==> config.mk <==
export PLATFORM = sky130hd
export DESIGN_NAME = leap_dice_chain_latency_monitor_flat
export DESIGN_NICKNAME = d
export VERILOG_FILES = /design/src/rtl/leap_dice_chain_latency_monitor_pkg.sv /design/src/rtl/leap_dice_chain_latency_monitor_if.sv /design/src/rtl/leap_dice_chain_latency_monitor_chain.sv /design/src/rtl/leap_dice_chain_latency_monitor.sv /design/src/flat_wrapper.sv
export SDC_FILE = /design/constraint.sdc
export NUM_CORES = 1
export LEC_CHECK = 0
export CAP_MARGIN = 25
export CORE_UTILIZATION = 50
export CTS_CLUSTER_DIAMETER = 120
export DETAILED_ROUTE_END_ITERATION = 8
export PLACE_DENSITY = 0.71
export SLEW_MARGIN = 20
export SYNTH_ARGS = -nofsm -noshare
export SYNTH_HDL_FRONTEND = slang
export SYNTH_HIERARCHICAL = 1
export SYNTH_SLANG_ARGS = --single-unit
==> constraint.sdc <==
create_clock -name clk -period 4.5 [get_ports clk]
set_clock_uncertainty 0.2 [all_clocks]
set_input_delay 1.125 -clock clk [delete_from_list [all_inputs] [get_ports clk]]
set_output_delay 1.125 -clock clk [all_outputs]
set_load 0.02 [all_outputs]
==> src/rtl/leap_dice_chain_latency_monitor_pkg.sv <==
// Shared types for the LEAP-DICE delay-chain latency monitor: FSM state
// encoding and the accumulator sizing helper.
package leap_dice_mon_pkg;

  typedef enum logic [2:0] {
    ST_IDLE    = 3'd0,
    ST_FLUSH   = 3'd1,
    ST_LAUNCH  = 3'd2,
    ST_MEASURE = 3'd3,
    ST_DONE    = 3'd4
  } state_t;

  // The sum of 2^max_avg_log2 counts of cnt_w bits can never overflow this.
  function automatic int acc_width(input int cnt_w, input int max_avg_log2);
    return cnt_w + max_avg_log2;
  endfunction

endpackage

==> src/rtl/leap_dice_chain_latency_monitor_if.sv <==
// Request/result bundle between a requester (master) and the latency monitor (slave).
// Handshake: start is a single-cycle request with no ready; it is taken only on an
// edge where the monitor is idle (busy=0 and done=0), otherwise it is dropped.
interface leap_dice_chain_latency_monitor_if
  import leap_dice_mon_pkg::*;
#(
  parameter int N            = 16,
  parameter int CNT_WIDTH    = 8,
  parameter int MAX_AVG_LOG2 = 3,
  parameter int TAP_W        = $clog2(N),
  parameter int AVG_W        = $clog2(MAX_AVG_LOG2 + 1)
);

  logic                 start;
  logic [TAP_W-1:0]     tap_sel;
  logic [AVG_W-1:0]     avg_log2;
  logic                 busy;
  logic                 done;
  logic [CNT_WIDTH-1:0] last_cnt;
  logic [CNT_WIDTH-1:0] min_cnt;
  logic [CNT_WIDTH-1:0] max_cnt;
  logic [CNT_WIDTH-1:0] avg_cnt;
  logic                 timeout;
  state_t               dbg_state;

  modport master (
    output start, tap_sel, avg_log2,
    input  busy, done, last_cnt, min_cnt, max_cnt, avg_cnt, timeout, dbg_state
  );

  modport slave (
    input  start, tap_sel, avg_log2,
    output busy, done, last_cnt, min_cnt, max_cnt, avg_cnt, timeout, dbg_state
  );

endinterface

==> src/rtl/leap_dice_chain_latency_monitor_chain.sv <==
// LEAP-DICE storage cell and the single-token shift chain built from it.
// The chain only shifts forward; a cleared chain carries exactly one launched '1'.
module leap_dice_dff (
  input  logic clk,
  input  logic rst_n,
  input  logic d,
  output logic q
);

  logic q_q;

  always_ff @(posedge clk or negedge rst_n) begin
    if (!rst_n) q_q <= 1'b0;
    else        q_q <= d;
  end

  assign q = q_q;

endmodule

module leap_dice_dff_chain #(
  parameter int N = 16
) (
  input  logic         clk,
  input  logic         rst_n,
  input  logic         clear,
  input  logic         inject,
  output logic [N-1:0] q
);

  logic [N-1:0] d;

  always_comb begin
    d = '0;
    if (!clear) begin
      d[0] = inject;
      for (int i = 1; i < N; i++) d[i] = q[i-1];
    end
  end

  for (genvar g = 0; g < N; g++) begin : g_cell
    leap_dice_dff u_cell (
      .clk   (clk),
      .rst_n (rst_n),
      .d     (d[g]),
      .q     (q[g])
    );
  end

endmodule

==> src/rtl/leap_dice_chain_latency_monitor.sv <==
// Repeats a flush/launch/measure cycle on the LEAP-DICE chain 2^avg_log2 times and
// publishes last/min/max/average edge counts plus a saturation flag on done.
module leap_dice_chain_latency_monitor
  import leap_dice_mon_pkg::*;
#(
  parameter int N            = 16,
  parameter int CNT_WIDTH    = 8,
  parameter int MAX_AVG_LOG2 = 3,
  parameter int TAP_W        = $clog2(N),
  parameter int AVG_W        = $clog2(MAX_AVG_LOG2 + 1)
) (
  input  logic clk,
  input  logic rst_n,
  leap_dice_chain_latency_monitor_if.slave mon
);

  localparam int ACC_W = acc_width(CNT_WIDTH, MAX_AVG_LOG2);
  localparam int FL_W  = (N > 1) ? $clog2(N) : 1;
  localparam int RUN_W = MAX_AVG_LOG2 + 1;
  localparam logic [TAP_W-1:0] TAP_MAX = TAP_W'(N - 1);
  localparam logic [AVG_W-1:0] AVG_MAX = AVG_W'(MAX_AVG_LOG2);
  localparam logic [FL_W-1:0]  FL_LAST = FL_W'(N - 1);

  state_t state_q, state_d;

  logic [TAP_W-1:0]     tap_q, tap_d;
  logic [AVG_W-1:0]     avg_q, avg_d;
  logic [FL_W-1:0]      flush_q, flush_d;
  logic [CNT_WIDTH-1:0] cnt_q, cnt_d;
  logic [RUN_W-1:0]     runs_q, runs_d;
  logic [ACC_W-1:0]     acc_q, acc_d;
  logic [CNT_WIDTH-1:0] min_q, min_d;
  logic [CNT_WIDTH-1:0] max_q, max_d;
  logic [CNT_WIDTH-1:0] last_q, last_d;
  logic                 to_q, to_d;

  logic [CNT_WIDTH-1:0] res_last_q, res_last_d;
  logic [CNT_WIDTH-1:0] res_min_q, res_min_d;
  logic [CNT_WIDTH-1:0] res_max_q, res_max_d;
  logic [CNT_WIDTH-1:0] res_avg_q, res_avg_d;
  logic                 res_to_q, res_to_d;

  logic [N-1:0]         chain_q;
  logic [TAP_W-1:0]     tap_clamp;
  logic [AVG_W-1:0]     avg_clamp;
  logic [CNT_WIDTH-1:0] cnt_inc;
  logic [RUN_W-1:0]     runs_inc;
  logic                 hit, sat, run_end, last_run, flush_done;

  leap_dice_dff_chain #(.N(N)) u_chain (
    .clk    (clk),
    .rst_n  (rst_n),
    .clear  (state_q == ST_FLUSH),
    .inject (state_q == ST_LAUNCH),
    .q      (chain_q)
  );

  assign tap_clamp  = (int'(mon.tap_sel) > N - 1) ? TAP_MAX : mon.tap_sel;
  assign avg_clamp  = (int'(mon.avg_log2) > MAX_AVG_LOG2) ? AVG_MAX : mon.avg_log2;
  assign cnt_inc    = cnt_q + CNT_WIDTH'(1);
  assign runs_inc   = runs_q + RUN_W'(1);
  assign flush_done = (flush_q == FL_LAST);
  // The run count is cnt_inc on the sampling edge; a hit wins over saturation.
  assign hit        = (state_q == ST_MEASURE) && chain_q[tap_q];
  assign sat        = (state_q == ST_MEASURE) && (cnt_inc == {CNT_WIDTH{1'b1}});
  assign run_end    = hit || sat;
  assign last_run   = (runs_inc == (RUN_W'(1) << avg_q));

  always_ff @(posedge clk or negedge rst_n) begin
    if (!rst_n) state_q <= ST_IDLE;
    else        state_q <= state_d;
  end

  always_comb begin
    state_d = state_q;
    case (state_q)
      ST_IDLE:    if (mon.start) state_d = ST_FLUSH;
      ST_FLUSH:   if (flush_done) state_d = ST_LAUNCH;
      ST_LAUNCH:  state_d = ST_MEASURE;
      ST_MEASURE: if (run_end) state_d = last_run ? ST_DONE : ST_FLUSH;
      ST_DONE:    state_d = ST_IDLE;
      default:    state_d = ST_IDLE;
    endcase
  end

  always_comb begin
    mon.busy      = (state_q == ST_FLUSH) || (state_q == ST_LAUNCH) ||
                    (state_q == ST_MEASURE);
    mon.done      = (state_q == ST_DONE);
    mon.dbg_state = state_q;
    mon.last_cnt  = res_last_q;
    mon.min_cnt   = res_min_q;
    mon.max_cnt   = res_max_q;
    mon.avg_cnt   = res_avg_q;
    mon.timeout   = res_to_q;
  end

  always_comb begin
    tap_d      = tap_q;
    avg_d      = avg_q;
    flush_d    = flush_q;
    cnt_d      = cnt_q;
    runs_d     = runs_q;
    acc_d      = acc_q;
    min_d      = min_q;
    max_d      = max_q;
    last_d     = last_q;
    to_d       = to_q;
    res_last_d = res_last_q;
    res_min_d  = res_min_q;
    res_max_d  = res_max_q;
    res_avg_d  = res_avg_q;
    res_to_d   = res_to_q;
    case (state_q)
      ST_IDLE: begin
        if (mon.start) begin
          tap_d   = tap_clamp;
          avg_d   = avg_clamp;
          flush_d = '0;
          min_d   = '1;
          max_d   = '0;
          acc_d   = '0;
          runs_d  = '0;
          to_d    = 1'b0;
        end
      end
      ST_FLUSH:  flush_d = flush_q + FL_W'(1);
      ST_LAUNCH: begin
        cnt_d   = '0;
        flush_d = '0;
      end
      ST_MEASURE: begin
        cnt_d = cnt_inc;
        if (run_end) begin
          acc_d  = acc_q + ACC_W'(cnt_inc);
          min_d  = (cnt_inc < min_q) ? cnt_inc : min_q;
          max_d  = (cnt_inc > max_q) ? cnt_inc : max_q;
          last_d = cnt_inc;
          runs_d = runs_inc;
          to_d   = to_q | ~hit;
          // Results publish on the edge entering DONE, so they use the updated values.
          if (last_run) begin
            res_last_d = cnt_inc;
            res_min_d  = min_d;
            res_max_d  = max_d;
            res_avg_d  = CNT_WIDTH'(acc_d >> avg_q);
            res_to_d   = to_d;
          end
        end
      end
      default: ;
    endcase
  end

  always_ff @(posedge clk or negedge rst_n) begin
    if (!rst_n) begin
      tap_q      <= '0;
      avg_q      <= '0;
      flush_q    <= '0;
      cnt_q      <= '0;
      runs_q     <= '0;
      acc_q      <= '0;
      min_q      <= '0;
      max_q      <= '0;
      last_q     <= '0;
      to_q       <= 1'b0;
      res_last_q <= '0;
      res_min_q  <= '0;
      res_max_q  <= '0;
      res_avg_q  <= '0;
      res_to_q   <= 1'b0;
    end else begin
      tap_q      <= tap_d;
      avg_q      <= avg_d;
      flush_q    <= flush_d;
      cnt_q      <= cnt_d;
      runs_q     <= runs_d;
      acc_q      <= acc_d;
      min_q      <= min_d;
      max_q      <= max_d;
      last_q     <= last_d;
      to_q       <= to_d;
      res_last_q <= res_last_d;
      res_min_q  <= res_min_d;
      res_max_q  <= res_max_d;
      res_avg_q  <= res_avg_d;
      res_to_q   <= res_to_d;
    end
  end

endmodule

==> src/flat_wrapper.sv <==
// flat-port wrapper written by rule: the top's interface ports become plain ports
module leap_dice_chain_latency_monitor_flat import leap_dice_mon_pkg::*;
#(
  parameter int N            = 16,
  parameter int CNT_WIDTH    = 8,
  parameter int MAX_AVG_LOG2 = 3,
  parameter int TAP_W        = $clog2(N),
  parameter int AVG_W        = $clog2(MAX_AVG_LOG2 + 1)
)
  (clk, rst_n, mon_start, mon_tap_sel, mon_avg_log2, mon_busy, mon_done, mon_last_cnt, mon_min_cnt, mon_max_cnt, mon_avg_cnt, mon_timeout, mon_dbg_state);
  leap_dice_chain_latency_monitor_if #(.N(N), .CNT_WIDTH(CNT_WIDTH), .MAX_AVG_LOG2(MAX_AVG_LOG2), .TAP_W(TAP_W), .AVG_W(AVG_W)) mon_i ();
  input  logic clk;
  input  logic rst_n;
  input wire logic [$bits(mon_i.start)-1:0] mon_start;
  input wire logic [$bits(mon_i.tap_sel)-1:0] mon_tap_sel;
  input wire logic [$bits(mon_i.avg_log2)-1:0] mon_avg_log2;
  output wire logic [$bits(mon_i.busy)-1:0] mon_busy;
  output wire logic [$bits(mon_i.done)-1:0] mon_done;
  output wire logic [$bits(mon_i.last_cnt)-1:0] mon_last_cnt;
  output wire logic [$bits(mon_i.min_cnt)-1:0] mon_min_cnt;
  output wire logic [$bits(mon_i.max_cnt)-1:0] mon_max_cnt;
  output wire logic [$bits(mon_i.avg_cnt)-1:0] mon_avg_cnt;
  output wire logic [$bits(mon_i.timeout)-1:0] mon_timeout;
  output wire logic [$bits(mon_i.dbg_state)-1:0] mon_dbg_state;
  assign mon_i.start = mon_start;
  assign mon_i.tap_sel = mon_tap_sel;
  assign mon_i.avg_log2 = mon_avg_log2;
  assign mon_busy = mon_i.busy;
  assign mon_done = mon_i.done;
  assign mon_last_cnt = mon_i.last_cnt;
  assign mon_min_cnt = mon_i.min_cnt;
  assign mon_max_cnt = mon_i.max_cnt;
  assign mon_avg_cnt = mon_i.avg_cnt;
  assign mon_timeout = mon_i.timeout;
  assign mon_dbg_state = mon_i.dbg_state;
  leap_dice_chain_latency_monitor #(.N(N), .CNT_WIDTH(CNT_WIDTH), .MAX_AVG_LOG2(MAX_AVG_LOG2), .TAP_W(TAP_W), .AVG_W(AVG_W)) u_core (.clk(clk), .rst_n(rst_n), .mon(mon_i));
endmodule
==> results.py, run 1 <==
metrics = {
    "sta": {
        "period_minus_slack_ps": 3930,
        "drv_slew": 0,
        "finalSetupViolCount": 0,
        "worstMarginPinSlew_ps": 1000,
        "fin_crit_sh": 0.873,
        "finalHoldViolCount": 0,
        "slew_headroom": 0.329,
        "tns_ps": 0,
        "rsz0062_at_grt": "no",
        "max_freq_ghz": 0.255,
    },
    "final_layout": {
        "finalNonFillerCells": 764,
        "syn_to_final_growth_pct": 13.7,
        "n_fill_cell": 954,
        "drive_gt1_frac": 0.0929,
        "antenna_cells": 0,
        "seqCellArea_sq_um": 2550,
        "multi_input_area_sq_um": 2780,
        "fin_nets": 658,
    },
    "synthesis": {
        "yosys_warnings": 6,
        "netlist_area_sq_um": 5570,
        "syn_nets": 621,
        "yosys.area.top_type": "dfrtp_1",
        "yosysSeqAreaShare": 0.458,
        "synth-seq-cells": 102,
        "synth_area_leaders": "dfrtp_1 46%, ha_1 6.5%, nand2_1 6.1%, o21ai_0 5.7%, mux2i_1 4.0%",
        "synth-edff-count": 0,
        "syn_area_per_cell_sq_um": 9.57,
        "synth_flop_cell": "dfrtp_1",
        "yosys.cell_types.count": 55,
        "synth_top_area_frac": 0.458,
        "async_reset_ff_frac": 1.00,
        "syn_inst": 582,
    },
    "hold_path": {
        "hp-class": "register to register",
    },
    "floorplan": {
        "dieArea_sq_um": 11600,
        "fp.dieW_um": 108,
        "die_height_um": 108,
        "initial_core_util": 0.514,
        "num_rows": 38,
        "io_pins": 47,
        "coreArea_sq_um": 10800,
    },
    "place": {
        "finalWeightedCongestion": 0.859,
        "dp_cells": 748,
        "post-dp-hpwl_mm": 8.82,
        "io_buffers": 46,
    },
    "route": {
        "drtIter0Drc": 232,
        "wl_mm": 12.4,
        "ant_nets": 0,
        "drc_errors": 0,
        "avgViaCountPerCell": 5.64,
        "wl_per_cell_um": 16.2,
        "route.vias.total": 4312,
        "drt_pass1_iterations": 5,
    },
    "pwr": {
        "power_frac_seq": 0.440,
        "powerDensity_nw_per_um2": 406,
        "power_mw": 2.57,
        "p_leak_nw": 3.16,
        "pwr-share-comb": 0.339,
        "internal-power_mw": 1.58,
        "clkPwrFrac": 0.220,
        "switchingPower_mw": 0.995,
        "p_sw_frac": 0.387,
        "max-vdd-ir-drop_v": 0.000217,
    },
    "cts": {
        "clk_latency_ps": 370,
        "cts_buffers": 9,
        "tritoncts": "yes",
        "cts_max_level": 3,
        "post_cts_resize_count": 0,
        "cts_hold_repair.buffers": 0,
        "root_buffer": "clkbuf_8",
        "ctsLongestPathBuffers": 2,
        "clock-sinks": 102,
        "clk_pin_slew_ps": 110,
        "cts_setup_buffers": 0,
    },
    "worst_setup_path": {
        "cp.required_ps": 4550,
        "r2r-end": "u_core/mon.avg_cnt[7]",
        "crit_path_start": "u_core/cnt_q[0]",
        "worstSetupEndpointType": "register",
        "crit_arrival_ps": 3980,
        "endpoint": "u_core/mon.avg_cnt[7]",
        "reg2reg_setup_slack_ps": 570,
        "crit_type": "register to register",
        "ff2ff_path_depth": 12,
        "r2r-start": "u_core/cnt_q[0]",
        "cp-start-kind": "register",
        "crit_fanout": 13,
    },
    "global_route": {
        "globalRouteOverflowTotal": 0,
        "grt_pass1_wl_mm": 20.7,
        "track_usage": 0.230,
        "grt_max_degree": 70,
        "grt_pass1_vias": 4267,
        "antenna_found_initial": 0,
    },
    "flow_run": {
        "drv_cap": 0,
    },
    "outcome": {
        "outcome": "complete, no violations",
    },
}
[cells in the final DEF, fill, tap and decap left out, types with 21 or more instances in the layout]
master	synthesis	layout
dfrtp_1	102	102
inv_1	25	25
a21oi_1	33	33
nor2_1	42	42
o21ai_0	63	63
ha_1	29	29
nand2_1	90	90
mux2i_1	22	22
nand3_1	21	21
clkdlybuf4s50_1	0	45
[layout make-up]
cell class	instances	area share
inverters	26	0.0154
clock inverters	6	0.0103
repair buffers	57	0.0853
flip-flops and latches	102	0.403
multi-input cells	423	0.438
clock buffers	10	0.0201
well taps	140	0.0277
[power by group through the flow]
stage               sequential, mW  clock (mW)  combinational, mW
finish                        1.13       0.567              0.872
global route                  1.15       0.612              0.981
CTS                           1.13       0.587              0.868
detailed placement            1.15           0              0.862
global placement              1.14           0              0.840
floorplan                     1.09           0              0.659
[sequential cells by signal (all words and copies together), names as in the netlist, 8 cells and up]
signal,count
u_core/mon.max_cnt,8
u_core/acc_q,11
u_core/max_q,8
u_core/mon.avg_cnt,8
u_core/cnt_q,8
u_core/mon.last_cnt,8
u_core/u_chain/g_cell.u_cell/q,16
u_core/mon.min_cnt,8
u_core/min_q,8
[worst min path at each step]
stage / startpoint / end / slack, ps / cells past startpoint
detailed placement: u_core/to_q / u_core/to_q / 270 / 2
finish: u_core/mon.max_cnt[6] / u_core/mon.max_cnt[6] / 280 / 2
global placement: u_core/to_q / u_core/to_q / 260 / 2
CTS: u_core/mon.max_cnt[6] / u_core/mon.max_cnt[6] / 290 / 2
global route: u_core/u_chain/g_cell[7].u_cell/q / u_core/u_chain/g_cell[8].u_cell/q / 320 / 1
floorplan: u_core/to_q / u_core/to_q / 250 / 2
[cell usage after synthesis, types with 5 or more instances]
library cell	n
mux4_2	9
a21oi_1	33
nand3_1	21
nor2b_2	7
a21o_1	9
mux2i_1	22
nand4_1	5
inv_1	25
nor2b_1	5
nor3_1	5
and2b_2	6
buf_2	9
nor2_1	42
xnor2_1	6
o21ai_0	63
ha_1	29
dfrtp_1	102
clkbuf_1	20
nand2_1	90
xor2_1	12
[metrics by stage]
stage | worst slack, ps | cell area [sq um] | hold WS [ps] | utilization
floorplan | 1170 | 5570 | 249 | -
global placement | 869 | 6140 | 259 | 0.567
detailed placement | 639 | 6140 | 268 | 0.567
CTS | 591 | 6330 | 294 | 0.584
global route | 228 | 6330 | 319 | 0.584
finish | 572 | 6330 | 284 | 0.584
[worst max-delay path, stage by stage (launching register included)]
cell       delay (ps)
dfrtp_1           570
ha_1              400
nand2_1           110
xor2_1            460
inv_1             220
ha_1              370
o21a_1            200
a21oi_1           170
o21ai_1           240
o21a_1            250
o2111ai_1         180
o221ai_1          130
mux2_1            310
[logic make-up after synthesis]
group                      share of synthesized area
and+or+nand+nor                                0.178
AOI/OAI and AO/OA                              0.141
DFF                                            0.458
buffers and inverters                         0.0431
muxes                                         0.0820
adders and majority gates                     0.0687
xor gates and xnor gates                      0.0283
[metal layers]
layer,global-route usage,wire length (um)
met5,0,0
met4,0.0763,178
met3,0.0254,524
met2,0.389,6070
met1,0.308,5620
No activity file was read; power rests on OpenSTA's default activity.
==> inputs of run 2 (changes only) <==
==> constraint.sdc (replaced) <==
create_clock -name clk -period 4.4 [get_ports clk]
set_clock_uncertainty 0.2 [all_clocks]
set_input_delay 1.1 -clock clk [delete_from_list [all_inputs] [get_ports clk]]
set_output_delay 1.1 -clock clk [all_outputs]
set_load 0.005 [all_outputs]
==> run 2 against run 1 <==
Compared with the run above: fmax up 0.84%; worst hold slack improved by 4.1 ps; total power is 0.98% higher; die area stayed put; sequential power about the same; first-iteration DRC count up 1.3%; sequential cell count did not move; final area about the same; wire length about the same; non-clock buffer count increased by 1; clock-buffer cell count did not move; critical endpoint unchanged; largest cell class unchanged; highest routed layer unchanged.
==> results.py, run 2 (synthesized netlist as in run 1, its figures left out) <==
metrics = {
    "sta": {
        "fin_crit_sh": 0.885,
        "rsz0062_at_grt": "no",
        "tns_ps": 0,
        "max_freq_ghz": 0.257,
        "period_minus_slack_ps": 3890,
        "slew_headroom": 0.309,
        "worst_slack_ps": 505,
        "finalSetupViolCount": 0,
        "worstMarginPinSlew_ps": 1030,
        "drv_slew": 0,
        "finalHoldViolCount": 0,
    },
    "place": {
        "io_buffers": 46,
        "post-dp-hpwl_mm": 8.90,
        "place_ws_ps": 578,
        "dp_cells": 749,
        "finalWeightedCongestion": 0.913,
        "placed_area_sq_um": 6150,
    },
    "worst_setup_path": {
        "crit_type": "register to register",
        "reg2reg_setup_slack_ps": 510,
        "crit_fanout": 13,
        "cp.required_ps": 4450,
        "r2r-start": "u_core/cnt_q[0]",
        "crit_arrival_ps": 3950,
        "worstSetupEndpointType": "register",
        "endpoint": "u_core/mon.avg_cnt[7]",
        "crit_slowest_cell": "dfrtp_1",
        "crit_path_start": "u_core/cnt_q[0]",
        "r2r-end": "u_core/mon.avg_cnt[7]",
        "ff2ff_path_depth": 12,
        "cp_slowest_stage_delay_ps": 580,
        "crit_family": "compound AO/OA/AOI/OAI gates",
        "path_buf_inv": 1,
        "path_depth": 12,
        "crit_chain": "ha_1 -> nand2_1 -> xor2_1 -> inv_1 -> ha_1 -> o21a_1 -> a21oi_1 -> o21ai_1 -> o21a_1 -> o2111ai_1 -> o221ai_1 -> mux2_1",
        "cp-start-kind": "register",
    },
    "cts": {
        "post_cts_resize_count": 0,
        "cts_hold_repair.buffers": 0,
        "root_buffer": "clkbuf_8",
        "tritoncts": "yes",
        "clk_latency_ps": 370,
        "cts_max_level": 3,
        "cts_buffers": 9,
        "clk_pin_slew_ps": 100,
        "clock-sinks": 102,
        "cts_setup_buffers": 0,
        "ctsLongestPathBuffers": 2,
    },
    "final_layout": {
        "largest_register_ffs": 16,
        "drive_gt1_frac": 0.0960,
        "finalNonFillerCells": 765,
        "final_cell_mix": "102 x dfrtp_1, 90 x nand2_1, 63 x o21ai_0",
        "antenna_cells": 0,
        "n_fill_cell": 958,
        "multi_input_area_sq_um": 2780,
        "seqCellArea_sq_um": 2550,
        "post-route-cell-area_sq_um": 6340,
        "syn_to_final_growth_pct": 13.8,
        "final_common_cell": "dfrtp_1",
        "fin_nets": 659,
    },
    "floorplan": {
        "initial_core_util": 0.514,
        "dieArea_sq_um": 11600,
        "io_pins": 47,
        "die_height_um": 108,
        "coreArea_sq_um": 10800,
        "fp.dieW_um": 108,
        "num_rows": 38,
    },
    "pwr": {
        "max-vdd-ir-drop_v": 0.000252,
        "power_mw": 2.60,
        "p_leak_nw": 3.16,
        "powerDensity_nw_per_um2": 410,
    },
    "global_route": {
        "grt_pass1_wl_mm": 20.7,
        "globalRouteOverflowTotal": 0,
        "grt_max_degree": 73,
        "antenna_found_initial": 0,
        "track_usage": 0.233,
        "grt_pass1_vias": 4152,
    },
    "route": {
        "wl_mm": 12.4,
        "wl_per_cell_um": 16.2,
        "avgViaCountPerCell": 5.61,
        "drc_errors": 0,
        "drt_pass1_iterations": 5,
        "drtIter0Drc": 235,
        "ant_nets": 0,
        "route.vias.total": 4294,
    },
    "hold_path": {
        "hp-class": "register to register",
    },
    "flow_run": {
        "drv_cap": 0,
    },
    "outcome": {
        "outcome": "complete, no violations",
    },
}
-- run 2: changes by cell type in the layout (fill, tap and decap cells not counted), sizes merged --
| cell | delta |
|---|---|
| buf | +1 |
| clkinv | -1 |
| clkinvlp | +1 |
-- run 2: stage by stage --
stage | utilization | hold WS [ps]
after floorplan | - | 249
after global placement | 0.567 | 259
after detailed placement | 0.567 | 270
after CTS | 0.585 | 293
after global routing | 0.585 | 319
final | 0.585 | 288
-- run 2: power by group --
| group | internal (mW) | switching, mW |
|---|---|---|
| Clock | 0.230 | 0.338 |
| Sequential | 1.02 | 0.135 |
| Combinational | 0.366 | 0.505 |
-- run 2: area by class of cell --
class	instances	share of cell area
Clock buffer	10	0.0217
Clock inverter	6	0.00790
Inverter	26	0.0154
Multi-Input combinational cell	423	0.438
Sequential cell	102	0.403
Tap cell	140	0.0276
Timing Repair Buffer	58	0.0865
-- run 2: worst min path at each step --
stage | end | slack [ps] | cells after the start | start
floorplan | u_core/to_q | 250 | 2 | u_core/to_q
global placement | u_core/mon.min_cnt[4] | 260 | 2 | u_core/mon.min_cnt[4]
detailed placement | u_core/mon.max_cnt[2] | 270 | 2 | u_core/mon.max_cnt[2]
CTS | u_core/mon.max_cnt[2] | 290 | 2 | u_core/mon.max_cnt[2]
global route | u_core/mon.max_cnt[3] | 320 | 2 | u_core/mon.max_cnt[3]
finish | u_core/mon.max_cnt[3] | 290 | 2 | u_core/mon.max_cnt[3]
-- run 2: layer usage --
| layer | part of all wire | up-vias | track usage |
|---|---|---|---|
| met3 | 0.046 | 16 | 0.0375 |
| met1 | 0.45 | 2108 | 0.316 |
| met4 | 0.016 | 0 | 0.0646 |
| met5 | 0 | - | 0 |
| met2 | 0.48 | 90 | 0.388 |
| li1 | - | 2080 | - |
-- run 2: tightest hold or removal path: stages, from the launching register on --
cell	delay, ps
dfrtp_1	350
nand2_1	50
o21ai_0	60
